===== config.mk =====
export PLATFORM = sky130hd
export DESIGN_NAME = seq_chunk_adder_flat
export DESIGN_NICKNAME = d
export VERILOG_FILES = /design/src/rtl/seq_chunk_adder_if.sv /design/src/rtl/seq_chunk_adder.sv /design/src/flat_wrapper.sv
export SDC_FILE = /design/constraint.sdc
export NUM_CORES = 1
export LEC_CHECK = 0
export CAP_MARGIN = 5
export CORE_MARGIN = 2
export CORE_UTILIZATION = 50
export DETAILED_ROUTE_END_ITERATION = 12
export PLACE_DENSITY_LB_ADDON = 0.2
export SLEW_MARGIN = 10
export SYNTH_ARGS = -nofsm -noshare
export SYNTH_HDL_FRONTEND = slang
export SYNTH_SLANG_ARGS = --single-unit

===== constraint.sdc =====
create_clock -name clk -period 5.4 [get_ports clk]
set_input_delay 0.54 -clock clk [delete_from_list [all_inputs] [get_ports clk]]
set_output_delay 0.54 -clock clk [all_outputs]
set_load 0.01 [all_outputs]

===== src/rtl/seq_chunk_adder_if.sv =====
// Operand/result bundle for seq_chunk_adder. The master side issues
// operations and the slave side (the adder) returns the results.
interface seq_chunk_adder_if #(
  parameter int WIDTH = 16
);
  logic             start;
  logic             sub;
  logic [WIDTH-1:0] x;
  logic [WIDTH-1:0] y;
  logic [WIDTH-1:0] Z;
  logic             cout;
  logic             ovf;
  logic             busy;
  logic             done;

  modport master (
    output start, sub, x, y,
    input  Z, cout, ovf, busy, done
  );

  modport slave (
    input  start, sub, x, y,
    output Z, cout, ovf, busy, done
  );
endinterface


===== src/rtl/seq_chunk_adder.sv =====
// Multi-cycle adder/subtractor. A WIDTH-bit operand pair goes through one
// CHUNK-bit ripple slice, LSB chunk first. The carry is held in a register
// between chunks. WIDTH must be a multiple of CHUNK.

// One CHUNK-bit ripple-carry slice. It also exposes the carry into its top
// bit so that signed overflow can be taken on the last chunk.
module seq_chunk_adder_slice #(
  parameter int CHUNK = 4
) (
  input  logic [CHUNK-1:0] i_a,
  input  logic [CHUNK-1:0] i_b,
  input  logic             i_cin,
  output logic [CHUNK-1:0] o_sum,
  output logic             o_cmsb,
  output logic             o_cout
);
  logic [CHUNK:0] w_c;

  assign w_c[0] = i_cin;

  for (genvar i = 0; i < CHUNK; i++) begin : g_bit
    assign o_sum[i]  = i_a[i] ^ i_b[i] ^ w_c[i];
    assign w_c[i+1]  = (i_a[i] & i_b[i]) | (w_c[i] & (i_a[i] ^ i_b[i]));
  end

  assign o_cmsb = w_c[CHUNK-1];
  assign o_cout = w_c[CHUNK];
endmodule

module seq_chunk_adder #(
  parameter int WIDTH = 16,
  parameter int CHUNK = 4
) (
  input  logic            clk,
  input  logic            reset,
  seq_chunk_adder_if.slave bus
);
  localparam int N  = WIDTH / CHUNK;
  localparam int CW = (N > 1) ? $clog2(N) : 1;

  typedef enum logic {
    IDLE = 1'b0,
    RUN  = 1'b1
  } state_t;

  state_t           r_state;
  state_t           w_next;

  // Operands and mode are captured on start, so input changes during RUN
  // have no effect.
  logic [WIDTH-1:0] r_x;
  logic [WIDTH-1:0] r_y;
  logic             r_sub;
  logic             r_carry;
  logic [CW-1:0]    r_cnt;
  logic [WIDTH-1:0] r_part;

  // Results visible to the user. They change only at completion, so they
  // never show partially computed chunks.
  logic [WIDTH-1:0] r_z;
  logic             r_cout;
  logic             r_ovf;
  logic             r_done;

  logic [CHUNK-1:0] w_xk;
  logic [CHUNK-1:0] w_yk;
  logic [CHUNK-1:0] w_sum;
  logic             w_cmsb;
  logic             w_cout;
  logic [WIDTH-1:0] w_part;
  logic             w_busy;
  logic             w_accept;
  logic             w_last;
  int               w_base;

  // Select chunk k of each operand. In subtract mode y is inverted and the
  // carry was seeded with 1, which gives x + ~y + 1.
  always_comb begin
    w_base = int'(r_cnt) * CHUNK;
    w_xk   = r_x[w_base +: CHUNK];
    w_yk   = r_y[w_base +: CHUNK] ^ {CHUNK{r_sub}};
  end

  seq_chunk_adder_slice #(.CHUNK(CHUNK)) u_slice (
    .i_a    (w_xk),
    .i_b    (w_yk),
    .i_cin  (r_carry),
    .o_sum  (w_sum),
    .o_cmsb (w_cmsb),
    .o_cout (w_cout)
  );

  // Partial result with the current chunk merged in. It doubles as the final
  // Z on the last chunk.
  always_comb begin
    w_part                  = r_part;
    w_part[w_base +: CHUNK] = w_sum;
  end

  // FSM state register
  always_ff @(posedge clk or posedge reset) begin
    if (reset) r_state <= IDLE;
    else       r_state <= w_next;
  end

  // FSM next-state logic
  always_comb begin
    w_next = r_state;
    case (r_state)
      IDLE: if (bus.start) w_next = RUN;
      RUN:  if (w_last)    w_next = IDLE;
    endcase
  end

  // FSM outputs. A start request is honoured only while idle.
  always_comb begin
    w_busy   = (r_state == RUN);
    w_accept = (r_state == IDLE) && bus.start;
    w_last   = (r_state == RUN) && (r_cnt == CW'(N - 1));
  end

  // Datapath: capture operands on accept, then step one chunk per clock
  always_ff @(posedge clk or posedge reset) begin
    if (reset) begin
      r_x     <= '0;
      r_y     <= '0;
      r_sub   <= 1'b0;
      r_carry <= 1'b0;
      r_cnt   <= '0;
      r_part  <= '0;
      r_z     <= '0;
      r_cout  <= 1'b0;
      r_ovf   <= 1'b0;
      r_done  <= 1'b0;
    end else begin
      r_done <= 1'b0;
      if (w_accept) begin
        r_x     <= bus.x;
        r_y     <= bus.y;
        r_sub   <= bus.sub;
        r_carry <= bus.sub;
        r_cnt   <= '0;
      end else if (w_busy) begin
        r_part  <= w_part;
        r_carry <= w_cout;
        r_cnt   <= r_cnt + CW'(1);
        if (w_last) begin
          // Overflow is the carry into the MSB XOR the carry out of the MSB.
          r_z    <= w_part;
          r_cout <= w_cout;
          r_ovf  <= w_cmsb ^ w_cout;
          r_done <= 1'b1;
          r_cnt  <= '0;
        end
      end
    end
  end

  assign bus.Z    = r_z;
  assign bus.cout = r_cout;
  assign bus.ovf  = r_ovf;
  assign bus.busy = w_busy;
  assign bus.done = r_done;
endmodule


===== src/flat_wrapper.sv =====
// flat-port wrapper written by rule: the top's interface ports become plain ports
module seq_chunk_adder_flat 
#(
  parameter int WIDTH = 16,
  parameter int CHUNK = 4
)
  (clk, reset, bus_start, bus_sub, bus_x, bus_y, bus_Z, bus_cout, bus_ovf, bus_busy, bus_done);
  seq_chunk_adder_if #(.WIDTH(WIDTH)) bus_i ();
  input  logic clk;
  input  logic reset;
  input wire logic [$bits(bus_i.start)-1:0] bus_start;
  input wire logic [$bits(bus_i.sub)-1:0] bus_sub;
  input wire logic [$bits(bus_i.x)-1:0] bus_x;
  input wire logic [$bits(bus_i.y)-1:0] bus_y;
  output wire logic [$bits(bus_i.Z)-1:0] bus_Z;
  output wire logic [$bits(bus_i.cout)-1:0] bus_cout;
  output wire logic [$bits(bus_i.ovf)-1:0] bus_ovf;
  output wire logic [$bits(bus_i.busy)-1:0] bus_busy;
  output wire logic [$bits(bus_i.done)-1:0] bus_done;
  assign bus_i.start = bus_start;
  assign bus_i.sub = bus_sub;
  assign bus_i.x = bus_x;
  assign bus_i.y = bus_y;
  assign bus_Z = bus_i.Z;
  assign bus_cout = bus_i.cout;
  assign bus_ovf = bus_i.ovf;
  assign bus_busy = bus_i.busy;
  assign bus_done = bus_i.done;
  seq_chunk_adder #(.WIDTH(WIDTH), .CHUNK(CHUNK)) u_core (.clk(clk), .reset(reset), .bus(bus_i));
endmodule

==> Word level (Yosys, flattened, before mapping) <==
Index checks and enable logic that the tools add are counted.
{ "word_totals": {"regBits": 72, "inputBits": 36, "wordCells": 59} }
{ "classes": {"eq_ne": 1, "n_mux": 12, "shift": 4, "bitwise": 24, "reduce_logical": 5, "addsub": 2} }
{ "op_table": {"columns": ["op", "count"], "rows": [
  ["$neg 4->33", 1],
  ["$shift 4x33->16 const A", 1],
  ["$shiftx 4x33->16", 1],
  ["$shiftx 16x5->4", 2],
  ["$bwmux 16", 1],
  ["$xor 1x1->1", 9],
  ["$and 1x1->1", 8],
  ["$mux 1", 7],
  ["$mux 2", 3],
  ["$or 1x1->1", 4],
  ["$xor 4x4->4", 1],
  ["$reduce_and 3->1", 1],
  ["$add 2x1->2 const B", 1],
  ["$eq 2x2->1 const B", 1],
  ["$logic_and 1x1->1", 2],
  ["$not 1->1", 2],
  ["$pmux 1 s2", 1],
  ["$reduce_and 2->1", 1],
  ["$reduce_bool 2->1", 1]
]} }

==> Logic depth before layout (Yosys ltp) <==
Gate-level depths: netlist of run 1.
{ "logic_depth": {"word_depth": 13, "ltp_mapped": 10} }

==> By module <==
Synthesis of run 1 repeated with hierarchy kept, for this count alone.
{ "hier_totals": {"cells_unflattened": 255, "area_unflattened_um2": 3189.3} }
{ "by_module_without_submodules": {"columns": ["module", "seq_area_each_um2", "instances", "cells_each", "area_per_inst_um2"], "rows": [
  ["seq_chunk_adder", 1701.6, 1, 243, 3079.2],
  ["seq_chunk_adder_slice", 0.0, 1, 12, 110.1]
]} }

==> Worst setup path after synthesis of run 1 <==
Ideal clock, no wire load.
{ "synth_timing": {"kind": "register -> register", "startpoint": "register u_core.r_cnt[0]", "endpoint": "register u_core.r_z[7], in the netlist u_core.bus.Z[7]", "path_buffers": 1, "path_stages_with_launch": 11, "period_less_slack_ns": 3.079, "slack_ns": 2.321, "setup_ns": 0.119, "arrival_time_ns": 2.960, "cell_sequence": "dfrtp_1 -> buf_6 -> mux4_2 -> xor2_1 -> fa_1 -> inv_1 -> fa_1 -> fa_1 -> fa_1 -> o221ai_1 -> o21a_1"} }
{ "synth_between": {"elab_chain_len": 12} }
{ "synth_lines": {"columns": ["element", "line_no", "source"], "rows": [
  ["start, declared", "seq_chunk_adder.sv:55", "logic [CW-1:0] r_cnt;"],
  ["start signal, assigned", "seq_chunk_adder.sv:146", "r_cnt <= r_cnt + CW'(1);"],
  ["$shiftx 16x5->4", "seq_chunk_adder.sv:81", "w_yk = r_y[w_base +: CHUNK] ^ {CHUNK{r_sub}};"],
  ["$xor 4x4->4", "seq_chunk_adder.sv:81", null],
  ["$xor 1x1->1", "seq_chunk_adder.sv:22, seq_chunk_adder.sv:23", null],
  ["$and 1x1->1", "seq_chunk_adder.sv:23", "assign w_c[i+1] = (i_a[i] & i_b[i]) | (w_c[i] & (i_a[i] ^ i_b[i]));"],
  ["$or 1x1->1", "seq_chunk_adder.sv:23", null],
  ["$and 1x1->1", "seq_chunk_adder.sv:23", null],
  ["$or 1x1->1", "seq_chunk_adder.sv:23", null],
  ["$and 1x1->1", "seq_chunk_adder.sv:23", null],
  ["$or 1x1->1", "seq_chunk_adder.sv:23", null],
  ["$xor 1x1->1", "seq_chunk_adder.sv:22", "assign o_sum[i] = i_a[i] ^ i_b[i] ^ w_c[i];"],
  ["$shiftx 4x33->16", "seq_chunk_adder.sv:97", "w_part[w_base +: CHUNK] = w_sum;"],
  ["$bwmux 16", "seq_chunk_adder.sv:97", null],
  ["end signal, assigned", "seq_chunk_adder.sv:149", "r_z <= w_part;"],
  ["end, declared", "seq_chunk_adder.sv:60", "logic [WIDTH-1:0] r_z;"]
]} }
Parallel ways exist; a longest one is shown, timed or not.
A chain may end at the register's enable or synchronous reset.

==> Final worst setup path of run 1 <==
Ends and elaborated chain as after synthesis.

==> results.cfg, run 1 <==
[clock_tree]
cts_buffers = 9
clk_path_buf_depth = 2
cts_max_level = 3
clock_sinks = 68
path_clk_slew_ns = 0.07
ctsResizeCount = 0
hold_buffers = 0
postCtsSetupRepairBufs = 0
tritoncts = built
clock_latency_ns = 0.35
root_buffer = clkbuf_8

[detailed_routing]
drc_errors = 0
viasPerCell = 5.28
first_pass_iters = 7
drt_iter0_drc = 93
antenna_left = 0
wire_per_inst_um = 15.6
dr_total_vias = 2018
wl_um = 5960

[critical_path]
crit_path_start_kind = flop
end_kind = flop
worstReg2RegStart = u_core.r_cnt[0]
cp_num_buf_inv = 1
critPathRequiredTime_ns = 5.63
cpMostUsedCell = fa_1
path_class = reg2reg
slowest_delay_ns = 0.83
critPathMaxFanout = 18
critPathLaunch = u_core.r_cnt[0]
cp_top_family = adder cells
crit_path_cell_trace = mux4_2 > xor2_1 > fa_1 > inv_1 > fa_1 > fa_1 > fa_1 > o221ai_1 > o21a_1
cp_slowest_cell = dfrtp_1
worstPathArrival_ns = 3.98

[cells_and_area]
fin_util_pct = 63.2
final_cells = 382
final_cell_mix = dfrtp_1, clkdlybuf4s50_1, mux2_4
layout_commonest_cell = dfrtp_1
drive_gt1_share_pct = 20.7
final_area_sq_um = 4010
finish.net_count = 345
syn_to_final_growth_pct = 22.7
antenna_cells = 0

[timing]
finalCriticalPeriod_ns = 3.74
worst_pin_slew_ns = 0.844
final-setup-viol-count = 0
min_period_over_period_pct = 69.3
rsz0062_at_grt = no
worst_clock_skew_ns = 0.0101
fin_ws_ns = 1.66
setup_tns_ns = 0
finalHoldViolCount = 0
clock.fmax_ghz = 0.267
slew_viol_final = 0
slew_headroom_pct = 43.7
holdWs_ns = 0.486

[place]
hpwlAfterDp_um = 4170
place_inst = 366
place_ws_ns = 1.63
gp_congestion = 0.796
io_buffer_count = 55
postPlaceCellArea_sq_um = 3830

[yosys]
synth_nets = 291
muxShareOfSynthArea_pct = 20.2
synth_xor_area_share_pct = 1.34
synthCells = 246
synthAdderAreaFrac_pct = 4.36
synth_warnings = 0
avgSynthCellArea_sq_um = 13.3
synth-seq-cells = 68
synth_compound_area_share_pct = 7.77
yosysUniqueCellTypes = 40
synth-simple-area-share_pct = 9.37
synth_top_family_by_area = multiplexers
netlist_area_sq_um = 3270
yosysSeqAreaShare_pct = 52.0

[pwr]
peakVddDrop_uv = 335
total_power_mw = 2.81
powerDensity_nw_per_um2 = 701
p_leak_nw = 1.72

[floorplan]
ios = 56
num_rows = 29
die_h_um = 84.9
dieArea_sq_um = 7200
core-area_sq_um = 6350
chipWidth_um = 84.9
initial_core_util_pct = 51.5

[global_routing]
antenna_found_initial = 0
grt_usage_pct = 18.7
gr-total-overflow = 0
grt_max_degree = 69
grt_pass1_wl_um = 10300
first_global_vias = 2116

[min_path]
holdCritPathClass = reg2reg
hold_start = u_core.r_part[10]

[flow_run]
drv_cap = 0

[run_status]
status = complete, no violations
==> logic make-up (layout without fill, tap and decap cells) <==
group,Yosys count,in the layout
AO/OA/AOI/OAI,37,37
XOR/XNOR,5,5
adder cells (fa/ha/maj),9,9
buffers and inverters,28,87
flip-flops,68,68
multiplexers,41,41
AND/OR/NAND/NOR,58,58
==> worst paths after layout <==
check / end / slack, ns / depth (start not counted)
min in group asynchronous: u_core.r_x[5] / 0.75 / 3
hold reg to reg: u_core.r_part[10] / 0.49 / 2
max in group asynchronous: u_core.r_part[1] / 4.07 / 3
setup / recovery: u_core.bus.Z[7] / 1.66 / 9
hold / removal: u_core.r_part[10] / 0.49 / 2
setup reg to reg: u_core.bus.Z[7] / 1.66 / 9
==> cells in the mapped netlist <==
master,number,share of area [%]
and4bb_1,1,0.38
mux2_4,29,13
a211oi_1,1,0.23
and4b_1,1,0.31
a221oi_1,2,0.54
a31oi_1,6,1.1
clkbuf_1,2,0.23
and4bb_2,1,0.38
or3_4,1,0.34
mux2_2,4,1.4
a22o_1,1,0.27
mux4_2,8,5.5
inv_1,13,1.5
nor2_1,12,1.4
xor2_1,1,0.27
xnor2_1,4,1.1
buf_6,6,2.1
o22ai_1,1,0.19
fa_1,4,2.4
nand2b_1,16,3.1
o21a_1,3,0.69
ha_1,5,1.9
inv_2,1,0.11
nor2b_1,2,0.38
nor3_1,1,0.15
o21ai_1,10,1.5
buf_4,2,0.46
buf_2,3,0.46
dfrtp_1,68,52
o221ai_1,3,0.80
nand2_1,20,2.3
a32o_1,3,0.92
nand2_2,1,0.19
a221oi_2,1,0.46
o21ai_0,4,0.61
nand4b_1,1,0.27
a21oi_1,1,0.15
o31ai_1,1,0.23
nand3b_1,1,0.23
buf_1,1,0.11
==> area by class of cell <==
type / instances / area, sq um
repair buffers: 57 / 566
fillers: 516 / 2340
flip-flops and latches: 68 / 1700
well taps: 77 / 96.3
clock buffers: 15 / 176
multi-input cells: 150 / 1420
inverters: 14 / 52.6
clock inverters: 1 / 5.00
==> state kept, by name, indices dropped and copies added, names as in the netlist, 2 cells and up <==
signal / cells
u_core.bus.Z: 16
u_core.r_x: 16
u_core.r_y: 16
u_core.r_part: 12
u_core.r_cnt: 2
==> layer usage <==
metal	track usage, %	up-vias	wire (um)	part of all wire [%]
met5	0	-	0	0
met4	8.08	0	136	2.3
met3	4.77	10	295	5.0
met2	29.3	57	2800	47
met1	25.0	987	2730	46
li1	-	964	-	-
==> power breakdown <==
| group | switching, mW | internal [mW] |
|---|---|---|
| combinational | 0.702 | 0.789 |
| sequential | 0.194 | 0.744 |
| clock | 0.179 | 0.204 |
| total | 1.07 | 1.74 |
==> worst reg2reg max path: stages, from the launching register on <==
cell and delay, ns:
dfrtp_1 0.83, mux4_2 0.61, xor2_1 0.18, fa_1 0.19, inv_1 0.05, fa_1 0.40
fa_1 0.43, fa_1 0.68, o221ai_1 0.15, o21a_1 0.13
Note: power is estimated with default switching activity, not from simulation.
==> run 2: changes to the inputs <==
--- a/config.mk
+++ b/config.mk
@@ -7,7 +7,7 @@
 export LEC_CHECK = 0
 export CAP_MARGIN = 5
 export CORE_MARGIN = 2
-export CORE_UTILIZATION = 50
+export CORE_UTILIZATION = 48
 export DETAILED_ROUTE_END_ITERATION = 12
 export PLACE_DENSITY_LB_ADDON = 0.2
 export SLEW_MARGIN = 10
==> constraint.sdc (replaced) <==
create_clock -name clk -period 3.44 [get_ports clk]
set_input_delay 0.344 -clock clk [delete_from_list [all_inputs] [get_ports clk]]
set_output_delay 0.344 -clock clk [all_outputs]
set_load 0.01 [all_outputs]
==> results.cfg, run 2 (synthesis gave the netlist of run 1 again) <==
[run_status]
status = complete, no violations

[timing]
slew_viol_final = 0
worst_clock_skew_ns = 0.00588
finalHoldViolCount = 0
final-setup-viol-count = 0
clock.fmax_ghz = 0.315
worst_pin_slew_ns = 0.830
slew_headroom_pct = 44.7
finalCriticalPeriod_ns = 3.17
min_period_over_period_pct = 92.3
setup_tns_ns = 0
rsz0062_at_grt = no

[floorplan]
core-area_sq_um = 6680
die_h_um = 86.5
initial_core_util_pct = 49.0
chipWidth_um = 86.5
dieArea_sq_um = 7490
ios = 56
num_rows = 30

[clock_tree]
cts_max_level = 3
clk_path_buf_depth = 2
clock_latency_ns = 0.35
path_clk_slew_ns = 0.07
hold_buffers = 0
clock_sinks = 68
root_buffer = clkbuf_8
ctsResizeCount = 0
postCtsSetupRepairBufs = 0
cts_buffers = 9
tritoncts = built

[pwr]
internal_power_mw = 2.75
powerDensity_nw_per_um2 = 1090
pwr-share-seq_pct = 31.9
total_power_mw = 4.42
p_sw_mw = 1.67
power_frac_clock_pct = 13.6
peakVddDrop_uv = 767
comb_power_share_pct = 54.4
p_leak_nw = 1.74
switching_share_pct = 37.8

[detailed_routing]
drt_iter0_drc = 77
dr_total_vias = 2013
wl_um = 5850
wire_per_inst_um = 15.1
viasPerCell = 5.19
drc_errors = 0
first_pass_iters = 4
antenna_left = 0

[place]
io_buffer_count = 55
gp_congestion = 0.787
hpwlAfterDp_um = 4060

[critical_path]
slowest_delay_ns = 0.66
crit_path_cell_trace = mux4_2 > xor2_1 > fa_1 > inv_1 > fa_1 > fa_1 > fa_1 > o221ai_1 > o21a_1
crit_path_start_kind = flop
end_kind = flop
path_class = reg2reg
cp_slowest_cell = fa_1
cpMostUsedCell = fa_1
worstPathArrival_ns = 3.42
critPathMaxFanout = 7
critPathRequiredTime_ns = 3.68

[cells_and_area]
final_cell_mix = dfrtp_1, clkdlybuf4s50_1, mux2_4
layout_commonest_cell = dfrtp_1
syn_to_final_growth_pct = 23.5
ff_latch_area_sq_um = 1700
drive_gt1_share_pct = 21.4
antenna_cells = 0
fin_util_pct = 60.4
fillers = 567
multi_input_area_sq_um = 1420
finish.net_count = 348

[min_path]
holdCritPathClass = reg2reg

[global_routing]
grt_usage_pct = 17.3
antenna_found_initial = 0
first_global_vias = 2000
grt_pass1_wl_um = 9800
grt_max_degree = 69
gr-total-overflow = 0

[flow_run]
drv_cap = 0
run 2: cell types whose count changed in the layout (fill, tap and decap cells not counted), sizes merged:
cell,delta
buf,+3
run 2: layout make-up:
type                            instances  share of cell area [%]
Inverter                               14                    1.30
Tap cell                               80                    2.48
Sequential cell                        68                    42.1
Multi-Input combinational cell        150                    35.0
Clock inverter                          1                   0.124
Timing Repair Buffer                   60                    14.6
Clock buffer                           15                    4.37
run 2: power by group through the flow:
stage	Combinational (mW)	Clock, mW	Sequential (mW)
floorplan	1.75	0	1.38
global placement	2.40	0	1.42
detailed placement	2.45	0	1.42
CTS	2.45	0.625	1.41
global route	2.61	0.656	1.45
finish	2.40	0.603	1.41
run 2: critical path: cells and delay by family, from the launching register on:
kind	cells	cell delay [ns]
adder cells (fa/ha/maj)	4	1.66
multiplexers	1	0.52
buffers and inverters	1	0.05
flip-flops	1	0.37
XOR/XNOR	1	0.18
AO/OA/AOI/OAI	2	0.29
run 2: worst paths after layout:
check / cells after the start / to / slack (ns) / from
setup reg to reg: 9 / u_core.bus.Z[7] / 0.27 / u_core.r_cnt[0]
max in group asynchronous: 3 / u_core.r_y[0] / 2.33 / reset
hold / removal: 2 / u_core.r_part[10] / 0.49 / u_core.r_part[10]
setup / recovery: 9 / u_core.bus.Z[7] / 0.27 / u_core.r_cnt[0]
min in group asynchronous: 3 / u_core.bus.Z[6] / 0.57 / reset
hold reg to reg: 2 / u_core.r_part[10] / 0.49 / u_core.r_part[10]
run 2: layer usage:
layer  track usage (%)  up-vias  routed length, um
li1                  -      975                  -
met1              24.1      980               2840
met2              24.8       48               2660
met3              3.81       10                231
met4              10.2        0                119
met5                 0        -                  0
run 2: metrics by stage:
step                      cell area (sq um)  hold slack (ns)  std cells  setup WS, ns
after global routing                   4040            0.513        388        0.0622
after floorplan                        3270            0.442        246         0.361
after global placement                 3860            0.463        372         0.286
after detailed placement               3860            0.471        372         0.230
after CTS                              4040            0.487        388         0.223
final                                  4040            0.487        388         0.266
